$ cat src/rtl/snn_pkt_pkg.sv
// Shared result-packet layout for the receive side: field offsets, packet width and collector states.
// Pure definitions; no timing or flow control.
package snn_pkt_pkg;

  localparam int DIR_LSB   = 0;
  localparam int XHOP_LSB  = 2;
  localparam int YHOP_BIT  = 4;
  localparam int TS_BIT    = 5;
  localparam int RSV_LSB   = 6;
  localparam int RSV_W     = 3;
  localparam int SPIKE_BIT = 9;
  localparam int NODE_LSB  = 10;
  localparam int NODE_W    = 2;
  localparam int PAD_LSB   = 12;
  // Residue offset moves with the residue width; RES_LSB is the value for the default W=8.
  localparam int RES_LSB   = 9 + 2*8;

  function automatic int res_lsb(input int w);
    return 9 + 2*w;
  endfunction

  function automatic int pkt_width(input int w);
    return 9 + 3*w;
  endfunction

  typedef enum logic {COLLECT, EMIT} collect_state_t;

endpackage

$ cat src/rtl/pkt_unpack.sv
// Combinational result-packet field extraction; zero latency, no flow control.
// rsv_ok is high when the reserved bits and the zero pad are all clear.
module pkt_unpack
  import snn_pkt_pkg::*;
#(
  parameter int W = 8
) (
  input  logic [pkt_width(W)-1:0] pkt,
  output logic                    ts,
  output logic                    spike,
  output logic [NODE_W-1:0]       node,
  output logic [W-1:0]            residue,
  output logic                    rsv_ok
);

  localparam int RL    = res_lsb(W);
  localparam int PAD_W = RL - PAD_LSB;

  logic unused_route;

  assign ts      = pkt[TS_BIT];
  assign spike   = pkt[SPIKE_BIT];
  assign node    = pkt[NODE_LSB +: NODE_W];
  assign residue = pkt[RL +: W];
  assign rsv_ok  = (pkt[RSV_LSB +: RSV_W] == '0) && (pkt[PAD_LSB +: PAD_W] == '0);

  // Routing fields are consumed upstream; nothing here depends on them.
  assign unused_route = ^pkt[YHOP_BIT:DIR_LSB];

endmodule

$ cat src/rtl/pe_result_collector.sv
// Collects one spike+residue per PE node into a result word; out_valid one cycle after the completing accept.
// Backpressure: pkt_ready drops for the whole EMIT state; optional PKT_CHECK_EN adds reserved/pad and timestep checks.
module pe_result_collector
  import snn_pkt_pkg::*;
#(
  parameter int FILTER_WIDTH = 8,
  parameter int NUM_PE       = 4
) (
  input  logic                             clk,
  input  logic                             rst,
  input  logic [pkt_width(FILTER_WIDTH)-1:0] pkt_data,
  input  logic                             pkt_valid,
  output logic                             pkt_ready,
  output logic                             out_timestep,
  output logic [NUM_PE-1:0]                out_spikes,
  output logic [NUM_PE*FILTER_WIDTH-1:0]   out_residues,
  output logic                             out_valid,
  input  logic                             out_ready,
  output logic                             err_dup,
  output logic                             err_ts
);

  localparam int W = FILTER_WIDTH;
  localparam logic [NUM_PE-1:0] ALL_GOT = '1;

  collect_state_t state, state_nxt;

  logic [NUM_PE-1:0] got_mask;
  logic              ts_lock;
  logic              ts_reg;

  logic              p_ts;
  logic              p_spike;
  logic [NODE_W-1:0] p_node;
  logic [W-1:0]      p_res;
  logic              p_rsv_ok;

  logic [NUM_PE-1:0] node_oh;
  logic              take;
  logic              store;
  logic              dup_hit;

  pkt_unpack #(.W(W)) u_unpack (
    .pkt     (pkt_data),
    .ts      (p_ts),
    .spike   (p_spike),
    .node    (p_node),
    .residue (p_res),
    .rsv_ok  (p_rsv_ok)
  );

  assign pkt_ready    = (state == COLLECT);
  assign out_valid    = (state == EMIT);
  assign out_timestep = ts_reg;

`ifdef PKT_CHECK_EN
  logic ts_hit;

  always_comb begin
    // Nodes beyond NUM_PE shift out of the one-hot and are silently dropped.
    node_oh = NUM_PE'(1) << p_node;
    take    = pkt_valid && pkt_ready && (node_oh != '0);
    store   = 1'b0;
    dup_hit = 1'b0;
    ts_hit  = 1'b0;
    if (take) begin
      if (!p_rsv_ok)                       ts_hit  = 1'b1;
      else if ((got_mask & node_oh) != '0) dup_hit = 1'b1;
      else if (ts_lock && (p_ts != ts_reg)) ts_hit = 1'b1;
      else                                 store   = 1'b1;
    end
  end

  always_ff @(posedge clk or posedge rst) begin
    if (rst)         err_ts <= 1'b0;
    else if (ts_hit) err_ts <= 1'b1;
  end
`else
  logic unused_rsv_ok;

  always_comb begin
    node_oh = NUM_PE'(1) << p_node;
    take    = pkt_valid && pkt_ready && (node_oh != '0);
    store   = 1'b0;
    dup_hit = 1'b0;
    if (take) begin
      if ((got_mask & node_oh) != '0) dup_hit = 1'b1;
      else                            store   = 1'b1;
    end
  end

  assign unused_rsv_ok = p_rsv_ok;
  assign err_ts        = 1'b0;
`endif

  always_comb begin
    state_nxt = state;
    case (state)
      COLLECT: if (store && ((got_mask | node_oh) == ALL_GOT)) state_nxt = EMIT;
      EMIT:    if (out_ready) state_nxt = COLLECT;
      default: state_nxt = COLLECT;
    endcase
  end

  always_ff @(posedge clk or posedge rst) begin
    if (rst) state <= COLLECT;
    else     state <= state_nxt;
  end

  always_ff @(posedge clk or posedge rst) begin
    if (rst) begin
      got_mask     <= '0;
      ts_lock      <= 1'b0;
      ts_reg       <= 1'b0;
      out_spikes   <= '0;
      out_residues <= '0;
      err_dup      <= 1'b0;
    end else begin
      if (store) begin
        got_mask <= got_mask | node_oh;
        if (!ts_lock) begin
          ts_reg  <= p_ts;
          ts_lock <= 1'b1;
        end
        for (int n = 0; n < NUM_PE; n++) begin
          if (node_oh[n]) begin
            out_spikes[n]         <= p_spike;
            out_residues[n*W +: W] <= p_res;
          end
        end
      end
      if (dup_hit) err_dup <= 1'b1;
      // Stored spike/residue values are left in place; the next set overwrites every node.
      if ((state == EMIT) && out_ready) begin
        got_mask <= '0;
        ts_lock  <= 1'b0;
      end
    end
  end

endmodule
$ cat config.mk
export PLATFORM = sky130hd
export DESIGN_NAME = pe_result_collector
export DESIGN_NICKNAME = d
export VERILOG_FILES = /design/src/rtl/snn_pkt_pkg.sv /design/src/rtl/pkt_unpack.sv /design/src/rtl/pe_result_collector.sv
export SDC_FILE = /design/constraint.sdc
export NUM_CORES = 1
export LEC_CHECK = 0
export CORE_MARGIN = 5
export CORE_UTILIZATION = 46
export CTS_CLUSTER_DIAMETER = 30
export DETAILED_ROUTE_END_ITERATION = 6
export PLACE_DENSITY = 0.87
export SKIP_LAST_GASP = 1
export SLEW_MARGIN = 10
export SYNTH_ARGS = -nofsm -noshare
export SYNTH_HDL_FRONTEND = slang
export SYNTH_HIERARCHICAL = 1
export SYNTH_SLANG_ARGS = --single-unit
$ cat constraint.sdc
create_clock -name clk -period 3.3 [get_ports clk]
set_input_delay 0.495 -clock clk [delete_from_list [all_inputs] [get_ports clk]]
set_output_delay 0.495 -clock clk [all_outputs]
set_load 0.02 [all_outputs]
==> Word-level counts from Yosys, hierarchy flattened <==
Index checks and enable logic that the tools add are counted.
{ "word_totals": {"register_bits": 44, "inputBits": 37, "output_inout_bits": 41} }
{ "op_classes": {"n_shift": 1, "n_reduce_logical": 12, "n_bitwise": 4, "mux": 11, "n_eq_ne": 1} }
{ "ops": {"columns": ["operator", "n"], "rows": [
  ["$reduce_and 2->1", 5],
  ["$mux 1", 8],
  ["$mux 4", 2],
  ["$reduce_bool 4->1", 2],
  ["$and 4x4->4", 1],
  ["$eq 4x4->1 const B", 1],
  ["$logic_and 1x1->1", 4],
  ["$or 4x4->4", 1],
  ["$shl 1x2->4 const A", 1],
  ["$not 1->1", 2],
  ["$pmux 1 s2", 1],
  ["$reduce_bool 2->1", 1]
]} }

==> Depth between registers and ports, before layout <==
{ "logic_depth": {"ltp_word": 8, "ltp_mapped": 7, "depth_no_buf": 4} }

==> By module <==
The synthesis kept the hierarchy.
{ "by_module_without_submodules": {"columns": ["module", "seq_area_each_um2", "cells_each", "n_inst", "area_each_um2"], "rows": [
  ["pe_result_collector", 1101.1, 120, 1, 1780.5],
  ["pkt_unpack", 0.0, 17, 1, 123.9]
]} }

==> Worst setup path before layout <==
Ideal clock, no wire load.
{ "synth_timing": {"kind": "in2reg", "from": "input pkt_data[11]", "to": "register out_residues[0]", "n_path_buf": 3, "required_ns": 3.175, "path_slack_ns": 0.947, "stages": 7, "t_arrival_ns": 2.229, "cell_sequence": "buf_4 > clkbuf_1 > mux4_2 > or2_1 > buf_4 > nor3_4 > mux2_2"} }
{ "synth_via": {"elab_chain_len": 6, "word_cells_on_any_way": 8, "classes_between": "shift (1); mux (2); bitwise (1); reduce/logical (4)"} }
{ "synth_lines": {"columns": ["element", "line", "rtl"], "rows": [
  ["from (decl)", "pe_result_collector.sv:11", "input logic [pkt_width(FILTER_WIDTH)-1:0] pkt_data,"],
  ["$shl 1x2->4 (*)", "pe_result_collector.sv:82", "node_oh = NUM_PE'(1) << p_node;"],
  ["$and 4x4->4", "pe_result_collector.sv:87", "if ((got_mask & node_oh) != '0) dup_hit = 1'b1;"],
  ["$reduce_bool 4->1", "pe_result_collector.sv:87", null],
  ["$mux 1", "pe_result_collector.sv:87", null],
  ["$mux 1", "pe_result_collector.sv:86", "if (take) begin"],
  ["$reduce_and 2->1 (no source line) (*)", null, null],
  ["to (signal, indexed assignment)", "pe_result_collector.sv:128", "out_residues[n*W +: W] <= p_res;"],
  ["to (decl)", "pe_result_collector.sv:16", "output logic [NUM_PE*FILTER_WIDTH-1:0] out_residues,"]
]} }
Mark *: on every way between the ends. The rest lies on a longest branch, timed or not.
A chain may end at the register's enable or synchronous reset.

==> Worst setup path after layout <==
{ "layout_timing": {"from": "input pkt_data[11]", "to": "register out_spikes[1]"} }
{ "layout_via": {"elab_chain_len": 6, "word_cells_on_any_way": 8, "classes_between": "shift (1); mux (2); bitwise (1); reduce/logical (4)"} }
{ "layout_lines": {"columns": ["element", "line", "rtl"], "rows": [
  ["$shl 1x2->4 (*)", "pe_result_collector.sv:82", null],
  ["$and 4x4->4", "pe_result_collector.sv:87", null],
  ["$reduce_bool 4->1", "pe_result_collector.sv:87", null],
  ["$mux 1", "pe_result_collector.sv:87", null],
  ["$mux 1", "pe_result_collector.sv:86", null],
  ["$reduce_and 2->1 (no source line) (*)", null, null],
  ["to (signal, indexed assignment)", "pe_result_collector.sv:127", "out_spikes[n] <= p_spike;"],
  ["to (decl)", "pe_result_collector.sv:15", "output logic [NUM_PE-1:0] out_spikes,"]
]} }
Marks and branches as above.

==> impl_metrics.yaml <==
layout:
  multi_input_area_sq_um: 631
  final_area_sq_um: 2510
  layout_common_cells: "55 x clkdlybuf4s50_1, 44 x dfrtp_1, 37 x mux2_2, 7 x clkbuf_8"
  area_delta_synth_final_pct: 34.3
  drive_above_1_share: 0.297
  fin_cells: 232
  final_common_cell: "clkdlybuf4s50_1"
  diodes: 0
  area.sequential_sq_um: 1100
  fin_nets: 218
  n_fill_cell: 301
  utilization: 0.633
setup_path:
  cp_top_family: "simple AND/OR/NAND/NOR gates"
  r2r_end: "out_spikes[1]"
  crit_start: "pkt_data[11]"
  path_cells: "clkdlybuf4s50_1 > mux4_2 > or2_1 > nor2_4 > mux2_2"
  arrival_ns: 2.69
  crit_slowest_cell: "clkdlybuf4s50_1"
  critical_path_class: "primary input to flop"
  worst-path-max-fanout: 9
  cp-start-kind: "primary input"
  r2r_slack_ns: 1.12
  r2r_cells: 4
  crit_buf_inv: 1
  max_stage_delay_ns: 0.67
  cp.required_ns: 3.48
  endpoint_kind: "flop"
  r2r-start: "got_mask[2]"
detailed_routing:
  via_per_inst: 5.05
  drt-pass1-iter-count: 4
  ant_nets: 0
  wirelength_um: 3890
  vias: 1172
  avgRoutedWirePerCell_um: 16.8
  drt-initial-drc-count: 91
  drc_errors: 0
synthesis:
  synth_warnings: 6
  syn_nets: 169
  synthCells: 132
  syn_area_sq_um: 1870
  synth_area_per_cell_sq_um: 14.2
clock_network:
  post-cts-setup-buffers: 0
  cts_buffers: 5
  insertion_delay_ns: 0.30
  clk_path_buf_depth: 2
  clock_sinks: 44
  cts_tree: "yes"
  cts_hold_buf: 0
  h-tree-depth: 2
  clock-root-buffer: "clkbuf_8"
  cts_resized: 0
  clkTransAtPathRegs_ns: 0.08
place:
  gp_congestion: 0.826
  place_inst: 224
  place_area_sq_um: 2390
  io_buffers: 55
  place_hpwl_um: 2870
sta:
  finalMaxSlewViolations: 0
  slew_headroom: 0.366
  rsz0062_at_grt: "no"
  fin_crit_ns: 2.51
  timing.fmax_mhz: 399
  clock_skew_ns: 0.00751
  period_share: 0.760
  tns_ns: 0
  worstMarginPinSlew_ns: 0.946
  setup_viol: 0
  hold_viol_final: 0
global_routing:
  first_global_vias: 1351
  antenna_found_initial: 0
  grt_overflow: 0
  grt_max_degree: 29
  grt_use_total: 0.165
  grt_pass1_wl_um: 6700
run:
  maxCapViolCount: 0
die:
  pin_count: 78
  fp-row-count: 23
  coreArea_sq_um: 3970
  start_util: 0.471
  die-area_sq_um: 5440
  die_height_um: 73.8
  die_x_um: 73.8
worst_hold_path:
  min_from: "err_dup"
  hold_depth: 1
  min_to: "err_dup"
  hold_path_class: "flop to flop"
pwr:
  powerDensity_nw_per_um2: 1020
  ir_worst_vdd_uv: 514
  static-leakage-power_nw: 1.06
outcome:
  outcome: "finished, final reports clean"
[worst max-delay path by stage]
| stage | slack [ns] | end | cells past startpoint |
|---|---|---|---|
| finish | 0.79 | out_spikes[1] | 5 |
| global placement | 0.49 | out_residues[10] | 5 |
| detailed placement | 0.46 | out_spikes[1] | 5 |
| CTS | 0.77 | out_spikes[1] | 5 |
| global route | 0.70 | out_spikes[1] | 5 |
| floorplan | 0.95 | out_residues[0] | 7 |
[stage by stage]
step	hold slack (ns)	power (mW)	setup WS, ns
global placement	0.454	2.08	0.493
global route	0.504	2.70	0.698
CTS	0.477	2.59	0.767
floorplan	0.447	1.56	0.947
finish	0.472	2.56	0.791
detailed placement	0.459	2.13	0.462
[worst reg2reg max path: cells and delay by family (launching register included)]
family           cells  cell delay (ns)
flip-flops           1             0.42
multiplexers         2             0.88
AND/OR/NAND/NOR      2             0.77
[sequential cells by signal (all words and copies together), names as in the netlist]
| register | cells |
|---|---|
| out_residues | 32 |
| out_valid | 1 |
| ts_lock | 1 |
| err_dup | 1 |
| got_mask | 4 |
| out_timestep | 1 |
| out_spikes | 4 |
[layer usage]
layer	track usage	share of wire
met2	0.257	0.49
met3	0.0739	0.085
met4	0.0724	0.012
met5	0	0
met1	0.197	0.41
[where the power goes]
part	internal [mW]	total [mW]	switching, mW	leakage (nW)
Sequential	0.794	0.947	0.153	0.525
Combinational	0.621	1.16	0.540	0.465
Clock	0.267	0.447	0.180	0.0645
[layout make-up]
| cell class | instances | area share |
|---|---|---|
| Multi-Input combinational cell | 67 | 0.251 |
| Clock inverter | 1 | 0.0120 |
| Inverter | 5 | 0.00747 |
| Timing Repair Buffer | 58 | 0.228 |
| Clock buffer | 7 | 0.0383 |
| Sequential cell | 44 | 0.438 |
| Tap cell | 50 | 0.0249 |
Power figures use the tool's default switching activity.
==> variant (same settings) <==
Set the parameter `FILTER_WIDTH` to 6 (it was 8).
--- a/src/rtl/pe_result_collector.sv
+++ b/src/rtl/pe_result_collector.sv
@@ -4,5 +4,5 @@
   import snn_pkt_pkg::*;
 #(
-  parameter int FILTER_WIDTH = 8,
+  parameter int FILTER_WIDTH = 6,
   parameter int NUM_PE       = 4
 ) (
Ports: changed (resized out_residues and pkt_data); port bits go from 78 to 64. The function was not compared with the original's and may differ.
==> variant against the unedited design <==
Synthesized cell count decreased by 15%; worst setup slack improved by 0.13 ns; highest routed layer unchanged; area after synthesis decreased by 17%; largest cell class unchanged; sequential cell count decreased by 8; power decreased by 21%; cell area decreased by 18%; non-clock buffer count decreased by 10; wire length decreased by 19%.
==> variant: results (changes against the unedited design) <==
stage,metric,value,unit,change
drt,1st-iter DRT viols,33,,-64%
finish,number of diodes,0,,unchanged
drt,via count,1012,,-14%
timing,Tightest Pin Transition,0.568,ns,-0.378 ns
worst_setup_path,crit-path max FO,11,,+2
placed_design,"worst slack, placed",0.583,ns,+0.121 ns
placed_design,"Cell Area, Placed",1990,um^2,-17%
finish,sequential cell area,901,um^2,-18%
outcome,status,"complete, no violations",,
placed_design,IO buf count,45,,-18%
hold_path,Hold Startpoint,err_dup,,
clocking,PostCTS Resize Cnt,0,,unchanged
yosys,Ys Warns,6,,unchanged
worst_setup_path,crit-path leading delay family,multiplexers,,
clocking,worst-case clock buffer depth,2,,unchanged
worst_setup_path,"Largest stage delay, worst path",0.76,ns,+0.09 ns
global_route,largest net degree at the start of global routing,37,,+28%
finish,layout cells sized above 1,28.4,%,-1.3 points
global_route,vias in the first global route,1105,,-18%
global_route,initial antenna violation count,0,,unchanged
yosys,synthesized net count,143,,-15%
pwr,Leak Pwr,0.869,nW,-18%
hold_path,type of the tightest min-delay check,flip-flop to flip-flop,,
worst_setup_path,crit path launch,pkt_data[10],,
pwr,Max rail drop VDD,0.445,mV,-13%
clocking,clk_lat worst skew,0.35,ns,+0.05 ns
global_route,total global-route track usage,15.8,%,-0.73 points
finish,Final #Nets,185,,-15%
clocking,root buf cell,clkbuf_4,,
global_route,first-pass GRT wire length,5.18,mm,-23%
drt,first drt pass iteration count,5,,+1
timing,clk_skew,0.00797,ns,+0.000458 ns
finish,FILL cells,273,,-9.3%
timing,Final Hold Vio Count,0,,unchanged
worst_setup_path,Worst R2R Start,got_mask[2],,
finish,Largest regs,"out_residues: 24 flops, got_mask: 4 flops, out_spikes: 4 flops",,
drt,WL/cell,15.8,um,-6.0%
worst_setup_path,arrival time at the worst endpoint,2.62,ns,-0.07 ns
clocking,# Post-CTS Setup Buffers,0,,unchanged
clocking,TritonCTS Buffers,5,,unchanged
clocking,clock slew at the register clock pins of the worst setup and hold paths,0.11,ns,+0.03 ns
worst_setup_path,CP max-delay cell,clkdlybuf4s50_1,,
placed_design,DPL Wire Length,2.30,mm,-20%
placed_design,RD Place Congestion,0.735,,-11%
clocking,H-tree levels,2,,unchanged
drt,Antenna Violating Nets Remaining,0,,unchanged
==> variant: cell count changes in the layout (fill, tap and decap cells not counted), sizes merged, moves of 2 or more <==
cell,before,now
clkdlybuf4s50,55,45
dfrtp,44,36
mux2,37,29
nand2,4,6
nand2b,3,1
nor2,7,3
o21a,4,2
==> variant: stage by stage <==
step / std cells / power, W
4_1_cts: 201 / 0.00205
2_1_floorplan: 112 / 0.00128
3_3_place_gp: 193 / 0.00171
5_1_grt: 201 / 0.00215
6_report: 201 / 0.00202
3_5_place_dp: 193 / 0.00174
==> variant: power by group <==
part           switching [W]  internal [W]  leakage (nW)
Sequential          0.000129      0.000649         0.427
Combinational       0.000433      0.000511         0.400
Clock               0.000143      0.000159        0.0422
Total               0.000705       0.00132         0.869
==> variant: per-layer routing <==
metal  part of all wire [%]  global-route usage, %  wire [um]
met5                      0                      0          0
met4                    2.5                   7.44         78
met3                    8.9                   7.55        283
met2                     47                   24.2       1490
met1                     42                   18.6       1320
==> variant: final cells by class <==
type | instances | area share [%]
inverters | 4 | 0.727
repair buffers | 48 | 22.9
clock buffers | 6 | 2.00
multi-input cells | 59 | 26.2
clock inverters | 2 | 1.70
flip-flops and latches | 36 | 43.6
well taps | 46 | 2.79
==> variant: final timing paths <==
check,to,slack [ns],depth (start not counted)
worst min-delay path,err_dup,0.47,1
worst max-delay path,out_residues[5],0.92,5
min in group asynchronous,out_spikes[0],0.53,3
worst min register to register,err_dup,0.47,1
max in group asynchronous,out_residues[5],2.45,3
worst max register to register,out_residues[5],1.28,4
